<file path="src/rtl/serial_parity_rx_pkg.sv">
// Shared state encoding, parity-mode and frame-length definitions for both ends
// of the parity-protected serial link.
package serial_parity_rx_pkg;

  typedef enum logic [1:0] {
    IDLE   = 2'd0,
    DATA   = 2'd1,
    PARITY = 2'd2,
    STOP   = 2'd3
  } rx_state_t;

  localparam bit PAR_EVEN = 1'b0;
  localparam bit PAR_ODD  = 1'b1;

  localparam int DATA_W_MIN = 1;
  localparam int DATA_W_MAX = 16;

  typedef struct packed {
    logic parity_err;
    logic frame_err;
  } rx_status_t;

  // Line bits per frame: start + data + parity + stop.
  function automatic int frame_bits(input int data_w);
    return data_w + 3;
  endfunction

endpackage

</file>
<file path="src/rtl/serial_parity_rx_parity_acc.sv">
// Running XOR accumulator with clear and enable; clear wins over enable.
// Result is available the cycle after the enabling edge; no backpressure.
module parity_acc (
  input  logic clk,
  input  logic rst_n,
  input  logic clr,
  input  logic en,
  input  logic sample,
  output logic acc
);

  always_ff @(posedge clk) begin
    if (!rst_n) begin
      acc <= 1'b0;
    end else if (clr) begin
      acc <= 1'b0;
    end else if (en) begin
      acc <= acc ^ sample;
    end
  end

endmodule

</file>
<file path="src/rtl/serial_parity_rx.sv">
// Start/data/parity/stop deserialiser with parity and stop-bit checks; result
// registered one cycle after the stop-bit sample, no backpressure (line-paced).
module serial_parity_rx
  import serial_parity_rx_pkg::*;
#(
  parameter int DATA_W     = 8,
  parameter int PARITY_ODD = 0
) (
  input  logic              clk,
  input  logic              rst_n,
  input  logic              bit_en,
  input  logic              rx_in,
  output logic [DATA_W-1:0] data_out,
  output logic              data_valid,
  output logic              parity_err,
  output logic              frame_err,
  output logic              busy
);

  if (DATA_W < DATA_W_MIN || DATA_W > DATA_W_MAX) begin : g_bad_width
    $error("serial_parity_rx: DATA_W out of range");
  end

  localparam int              CNT_W    = (DATA_W > 1) ? $clog2(DATA_W) : 1;
  localparam logic [CNT_W-1:0] CNT_LAST = CNT_W'(DATA_W - 1);
  localparam logic            PAR_MODE = (PARITY_ODD != 0) ? PAR_ODD : PAR_EVEN;

  rx_state_t         state;
  rx_state_t         state_nxt;
  logic [CNT_W-1:0]  cnt;
  logic [DATA_W-1:0] shift_q;
  logic [DATA_W-1:0] shift_nxt;
  logic              pe_q;
  logic              pe_nxt;
  logic              run_par;
  logic [DATA_W-1:0] data_q;
  rx_status_t        status_q;
  logic              valid_q;

  logic cnt_clr;
  logic cnt_inc;
  logic shift_en;
  logic par_clr;
  logic par_en;
  logic pe_ld;
  logic deliver;

  parity_acc u_parity_acc (
    .clk    (clk),
    .rst_n  (rst_n),
    .clr    (par_clr),
    .en     (par_en),
    .sample (rx_in),
    .acc    (run_par)
  );

  always_comb begin
    state_nxt = state;
    cnt_clr   = 1'b0;
    cnt_inc   = 1'b0;
    shift_en  = 1'b0;
    par_clr   = 1'b0;
    par_en    = 1'b0;
    pe_ld     = 1'b0;
    deliver   = 1'b0;
    if (bit_en) begin
      case (state)
        IDLE: begin
          if (!rx_in) begin
            state_nxt = DATA;
            cnt_clr   = 1'b1;
            par_clr   = 1'b1;
          end
        end
        DATA: begin
          shift_en = 1'b1;
          par_en   = 1'b1;
          cnt_inc  = 1'b1;
          if (cnt == CNT_LAST) begin
            state_nxt = PARITY;
          end
        end
        PARITY: begin
          pe_ld     = 1'b1;
          state_nxt = STOP;
        end
        STOP: begin
          deliver   = 1'b1;
          state_nxt = IDLE;
        end
        default: state_nxt = IDLE;
      endcase
    end
  end

  // LSB arrives first, so new bits enter at the top and walk down to bit 0.
  always_comb begin
    shift_nxt             = shift_q >> 1;
    shift_nxt[DATA_W-1]   = rx_in;
    pe_nxt                = run_par ^ rx_in ^ PAR_MODE;
  end

  always_ff @(posedge clk) begin
    if (!rst_n) begin
      state    <= IDLE;
      cnt      <= '0;
      shift_q  <= '0;
      pe_q     <= 1'b0;
      data_q   <= '0;
      status_q <= '0;
      valid_q  <= 1'b0;
    end else begin
      state   <= state_nxt;
      valid_q <= deliver;
      if (cnt_clr) begin
        cnt <= '0;
      end else if (cnt_inc) begin
        cnt <= cnt + 1'b1;
      end
      if (shift_en) begin
        shift_q <= shift_nxt;
      end
      if (pe_ld) begin
        pe_q <= pe_nxt;
      end
      // Word is delivered regardless of errors; the consumer decides.
      if (deliver) begin
        data_q              <= shift_q;
        status_q.parity_err <= pe_q;
        status_q.frame_err  <= ~rx_in;
      end
    end
  end

  assign data_out   = data_q;
  assign data_valid = valid_q;
  assign parity_err = status_q.parity_err;
  assign frame_err  = status_q.frame_err;
  assign busy       = (state != IDLE);

endmodule

</file>
<file path="config.mk">
export PLATFORM = sky130hd
export DESIGN_NAME = serial_parity_rx
export DESIGN_NICKNAME = d
export VERILOG_FILES = /design/src/rtl/serial_parity_rx_pkg.sv /design/src/rtl/serial_parity_rx_parity_acc.sv /design/src/rtl/serial_parity_rx.sv
export SDC_FILE = /design/constraint.sdc
export NUM_CORES = 1
export LEC_CHECK = 0
export CORE_UTILIZATION = 51
export DETAILED_ROUTE_END_ITERATION = 7
export MAX_ROUTING_LAYER = met4
export PLACE_DENSITY_LB_ADDON = 0.25
export SYNTH_ARGS = -nofsm -noshare
export SYNTH_HDL_FRONTEND = slang
export SYNTH_SLANG_ARGS = --single-unit
export TNS_END_PERCENT = 5
</file>
<file path="constraint.sdc">
create_clock -name clk -period 1.67 [get_ports clk]
set_input_delay 0.167 -clock clk [delete_from_list [all_inputs] [get_ports clk]]
set_output_delay 0.167 -clock clk [all_outputs]
set_load 0.005 [all_outputs]
</file>
# Word level (Yosys, flattened, before mapping)
# Index checks and enable logic that the tools add are counted.
# totals
ff_bits,26
latch_bits,0
mem_bits_rw,0
mem_bits_ro,0
inputBits,4
output_inout_bits,12
word_cells,35
memories,0
# classes
addsub,1
mul,0
div_mod_pow,0
magnitude_cmp,0
eq_ne,6
shift,0
muxes,12
bitwise_logic,3
n_reduce_logical,4
# op_table
cell,count
1-bit 2-to-1 mux,9
2-bit case mux with 4 select lines,1
"2-bit equality test, second input constant",2
2-bit 2-to-1 mux,2
"2-bit inequality test, second input constant",2
"3-bit by 1-bit adder with 3-bit output, second input constant",1
"3-bit equality test, second input constant",1
3-bit AND reduction,1
"2-bit by 1-bit equality test with 1-bit output, second input constant",1
2-bit logical NOT,1
1-bit NOT,2
2-bit nonzero test,1
2-bit OR reduction,1
1-bit bitwise XOR,1

# Longest topological paths before layout
# depth
word_depth,4
depth_mapped,6
depth_no_buf,5

# Hierarchy
# A second synthesis with hierarchy kept.
# unflattened
cells_unflattened,128
area_unflattened_um2,1066.0
# modules_own_cells
module,n_inst,cells_each,area_per_inst_um2,seq_area_each_um2
serial_parity_rx,1,123,1013.5,500.5
parity_acc,1,5,52.6,20.0

# Worst setup path after synthesis
# OpenSTA, ideal clock, no wires.
# synth_path
path_kind,register to register
start,reg state[1]
end,reg cnt[0]
setup_time_ns,0.129
arrival_time_ns,1.055
required_time_ns,1.541
path_slack_ns,0.486
path_stages_with_launch,7
path_buffers,1
period_less_slack_ns,1.184
path_cell_list,dfxtp_1 inv_1 ha_1 and2_4 buf_12 xnor2_1 nor2_1
# synth_via
elab_chain_cells,4
elab_cells_between_ends,7
cone_classes,eq/ne (1); mux (4); reduce/logical (2)
# synth_rtl
item,line,text
from (decl),serial_parity_rx.sv:28,rx_state_t state;
from (signal assigned),serial_parity_rx.sv:113,state <= state_nxt;
2-bit logical NOT,serial_parity_rx.sv:67,case (state)
1-bit 2-to-1 mux,serial_parity_rx.sv:67,
1-bit 2-to-1 mux,serial_parity_rx.sv:66,if (bit_en) begin
2-bit OR reduction (no line),n/a,
to (signal assigned),serial_parity_rx.sv:118,cnt <= cnt + 1'b1;
to (decl),serial_parity_rx.sv:30,logic [CNT_W-1:0] cnt;
# Parallel ways exist; a longest one is shown, timed or not.
# A chain may end at the register's enable or synchronous reset.

# Final worst setup path
# layout_path
start,reg state[1]
end,out busy
# layout_via
elab_chain_cells,1
# layout_rtl
item,line,text
2-bit nonzero test,serial_parity_rx.sv:139,assign busy = (state != IDLE);
to (decl),serial_parity_rx.sv:17,output logic busy
# No other way between the ends.

==> impl.org <==
** Placement
- Placed instance area :: about 1200 µm²
- Number of buffers added on ports :: 15
- Worst Setup Slack post-DPL :: 145.6 ps
- Global placement routability congestion :: 0.8511
- The HPWL after detailed placement is 1274 µm.

** Yosys
- Yosys instantiated no cell more often than nand2_1.
- The most used flip-flop cell after synthesis is dfxtp_1.
- Yosys printed 0 warnings.
- Syn Area/Cell :: around 8.4 µm²
- Net Count, Synth :: around 140
- Unique masters post-synth :: 21
- The biggest area contributor in the post-synthesis netlist is dfxtp_1.
- After synthesis, the most frequently instantiated cells are 44 x nand2_1, 26 x dfxtp_1, 21 x a21oi_1.
- For this run, asynchronously set or reset flops after synthesis account for 0%.
- Number of flops mapped to enable cells by yosys :: 0
- Post-Synthesis Cell Area :: roughly 1100 µm²
- In the synthesized netlist, the number of instances is about 130.
- By area the synthesized netlist is led by dfxtp_1 49%, nand2_1 16%, a21oi_1 10%, ha_1 7.1%, buf_12 1.9%.
- Fraction of synthesized cell area taken by the top area cell type :: between 40% and 50%
- Share of the yosys chip area belonging to registers :: about half
- The synthesized design contains 26 register bits.

** STA
- Setup violations remaining at the end of the flow were counted as 0.
- In the finished design, the share of the clock period the worst path needs comes to between 90% and 100%.
- For the final database, setup skew stands at 2.871 ps.
- The max-slew violation count is 0.
- Final worst setup slack :: roughly 45 ps
- At the pin with the least slew margin, the transition time is 582.6 ps.
- Counting I/O delays and the setup requirement, the final critical path takes about 1600 ps.
- Setup tns final :: 0 ps
- The final number of hold-violating endpoints was 0.
- Based on the critical path, the design can be clocked at up to around 600 MHz.
- Max-Slew Margin vs Limit :: approximately three fifths

** Worst setup path
- Data arrives at the worst endpoint at between 1000 and 1500 ps.
- Crit-path max FO :: 4
- FF-to-FF setup slack :: around 350 ps
- Critical Setup Path Class :: reg2out
- For the worst setup path, the data required time is 1500 ps.
- In this run the critical register-to-register path is launched from state[0].
- Category of the worst setup path capture point :: output port
- Kind of start point of the critical path :: flop
- Tracing the worst setup path back leads to its startpoint at state[1].

** CTS
- Buffers inserted to repair hold after CTS numbered 0.
- Clock tree from TritonCTS :: built
- Clock Sink Count :: 26
- Clock slew at reported path FFs :: approximately 130 ps
- At the later pin of the worst-skew pair, clock insertion delay measures between 300 and 400 ps.
- Longest Clk Path Bufs :: 2
- H-tree levels :: 1
- Counting the buffers created by CTS gives 3.
- The tree is rooted in a clkbuf_4.

** Pwr
- Psw :: ~0.00026 W
- The share of total power dissipated in combinational logic is between 10% and 20%.
- Proportion of total power due to net switching :: between 20% and 30%
- Static Leak :: between 0.4 and 0.5 nW
- Internal power :: between 0.0008 and 0.0009 W
- In this run, flip-flops and latches consume between 50% and 60% of the power.
- Worst supply voltage drop on vdd :: between 0.7 and 0.8 mV
- Power spread over the standard cell area amounts to between 800 and 900 nW/µm².
- Part of the power in the clock network :: between 20% and 30%

** Floorplan
- Once the floorplan was initialized, standard cells occupied a little over half of the core.
- Site Rows :: 16
- The floorplan step set the die height to between 40 and 50 µm.
- Die W :: roughly 47 µm
- Top-level port count :: 16
- Core Region :: between 1500 and 2000 µm²
- The die covers ~2300 µm².

** Drt
- After detailed routing, the wire length on met1 is slightly below 900 µm.
- Via density :: 4.946
- Average routed wire per standard cell :: 10.96 µm
- Total DRC errors in the routed layout :: 0
- The final route contains between 800 and 900 vias.
- Met2 wire length :: a little under 900 µm
- Remaining antenna violation count :: 0
- Number of violations reported at the end of detailed-routing iteration 0 :: 20
- After detailed routing, no signal wire sits above met4.
- The routed design has 1841 µm of wire.
- The first TritonRoute pass finished after 4 iterations.
- Met3 wire len :: between 60 and 70 µm

** GRT
- The number of global-route vias before repair was between 600 and 700.
- Global-route wire length before repair :: ~2700 µm
- The total overflow left after global routing is 0.
- Antenna violations before repair :: 0
- Across every metal layer, demand over resource in global routing totals between 10% and 20%.
- Maximum number of pins on one net before global-route repair :: 21

** Hold path
- In this run the most critical hold path is launched from shift_q[0].
- The worst hold path belongs to the class reg2reg.

** Finish
- 0 antenna diodes ended up in the layout.
- Once layout is done, the placed cells without fillers occupy 1259 µm².
- Area occupied by multi-input gates :: 478.0 µm²
- Summing all flip-flop and latch instances after layout gives around 520 µm².
- Filler cells :: between 150 and 200
- In the final design database the tool counted between 150 and 200 nets.
- Area growth syn-to-layout :: 19.48%
- Of the cells placed in the final design, the portion with a size suffix greater than 1 is 9.220%.

** Run status
- The run finished with clean final reports.

** Run
- The tool flagged a number of max-cap violations equal to 0.
-- worst max-delay path, cell delays in order (launching register included) --
cell             delay [ps]
dfxtp_2                 350
inv_1                    70
ha_4                    170
inv_1                    50
clkdlybuf4s50_1         490
-- registers in the layout, indices dropped and copies added (netlist names) --
register and cells:
shift_q 8, parity_err 1, u_parity_acc.acc 1, state 2
cnt 3, data_out 8, pe_q 1, frame_err 1
data_valid 1
-- metrics by stage --
| stage | hold slack, ps | total power, W | utilization, % | std cells |
|---|---|---|---|---|
| after floorplan | 312.5 | 0.0007479 | - | 125 |
| after global placement | 441.1 | 0.0007742 | 61.40 | 162 |
| after detailed placement | 445.8 | 0.0007789 | 61.40 | 162 |
| after CTS | 464.1 | 0.001097 | 64.30 | 168 |
| after global routing | 477.0 | 0.001150 | 64.82 | 168 |
| final | 461.0 | 0.001098 | 64.82 | 168 |
-- area by class of cell --
type / instances / area share, %
Sequential cell: 26 / 41.55
Multi-Input combinational cell: 89 / 37.97
Timing Repair Buffer: 18 / 13.72
Clock buffer: 4 / 2.883
Tap cell: 27 / 2.684
Inverter: 4 / 1.193
-- power by group through the flow --
stage          combinational, W  clock (W)  sequential [W]
2_1_floorplan         0.0000930          0        0.000655
3_3_place_gp           0.000118          0        0.000657
3_5_place_dp           0.000121          0        0.000658
4_1_cts                0.000136   0.000319        0.000642
5_1_grt                0.000160   0.000345        0.000645
6_report               0.000144   0.000311        0.000643
-- routing by layer --
layer	track usage, %	up-vias
met2	27.67	14
met5	-	-
li1	-	434
met1	23.35	381
met3	2.264	2
met4	8.571	0
-- cells by family after synthesis --
group / Yosys count / share of synthesized area [%]
AO/OA/AOI/OAI: 24 / 11.76
AND/OR/NAND/NOR: 54 / 20.90
XOR/XNOR: 3 / 2.495
buffers and inverters: 10 / 6.413
multiplexers: 2 / 1.900
flip-flops: 26 / 49.41
adder cells (fa/ha/maj): 6 / 7.126
-- worst paths after layout --
kind / end / cells after the start
worst max-delay path: busy / 4
worst max register to register: data_out[3] / 5
worst min register to register: data_out[0] / 2
worst min-delay path: data_out[0] / 2
-- repair_timing --
action,in CTS,in global routing
setup endpoints to repair,1,1
resized for setup,3,2
pin swaps,0,0
setup buffers,2,0
-- cells in the final DEF (no fill, tap or decap) --
cell type / count
a21oi_1: 21
a311oi_1: 1
and2_1: 1
and2_4: 1
buf_4: 3
clkbuf_4: 3
clkbuf_8: 1
clkdlybuf4s50_1: 15
dfxtp_1: 24
dfxtp_2: 2
ha_1: 5
ha_4: 1
inv_1: 3
inv_2: 1
mux2i_1: 2
nand2_1: 44
nand2_2: 1
nand2b_1: 2
nand3_1: 2
nor2_1: 3
o21ai_0: 2
xnor2_1: 2
xor2_1: 1
(Power assumes the default switching activity.)
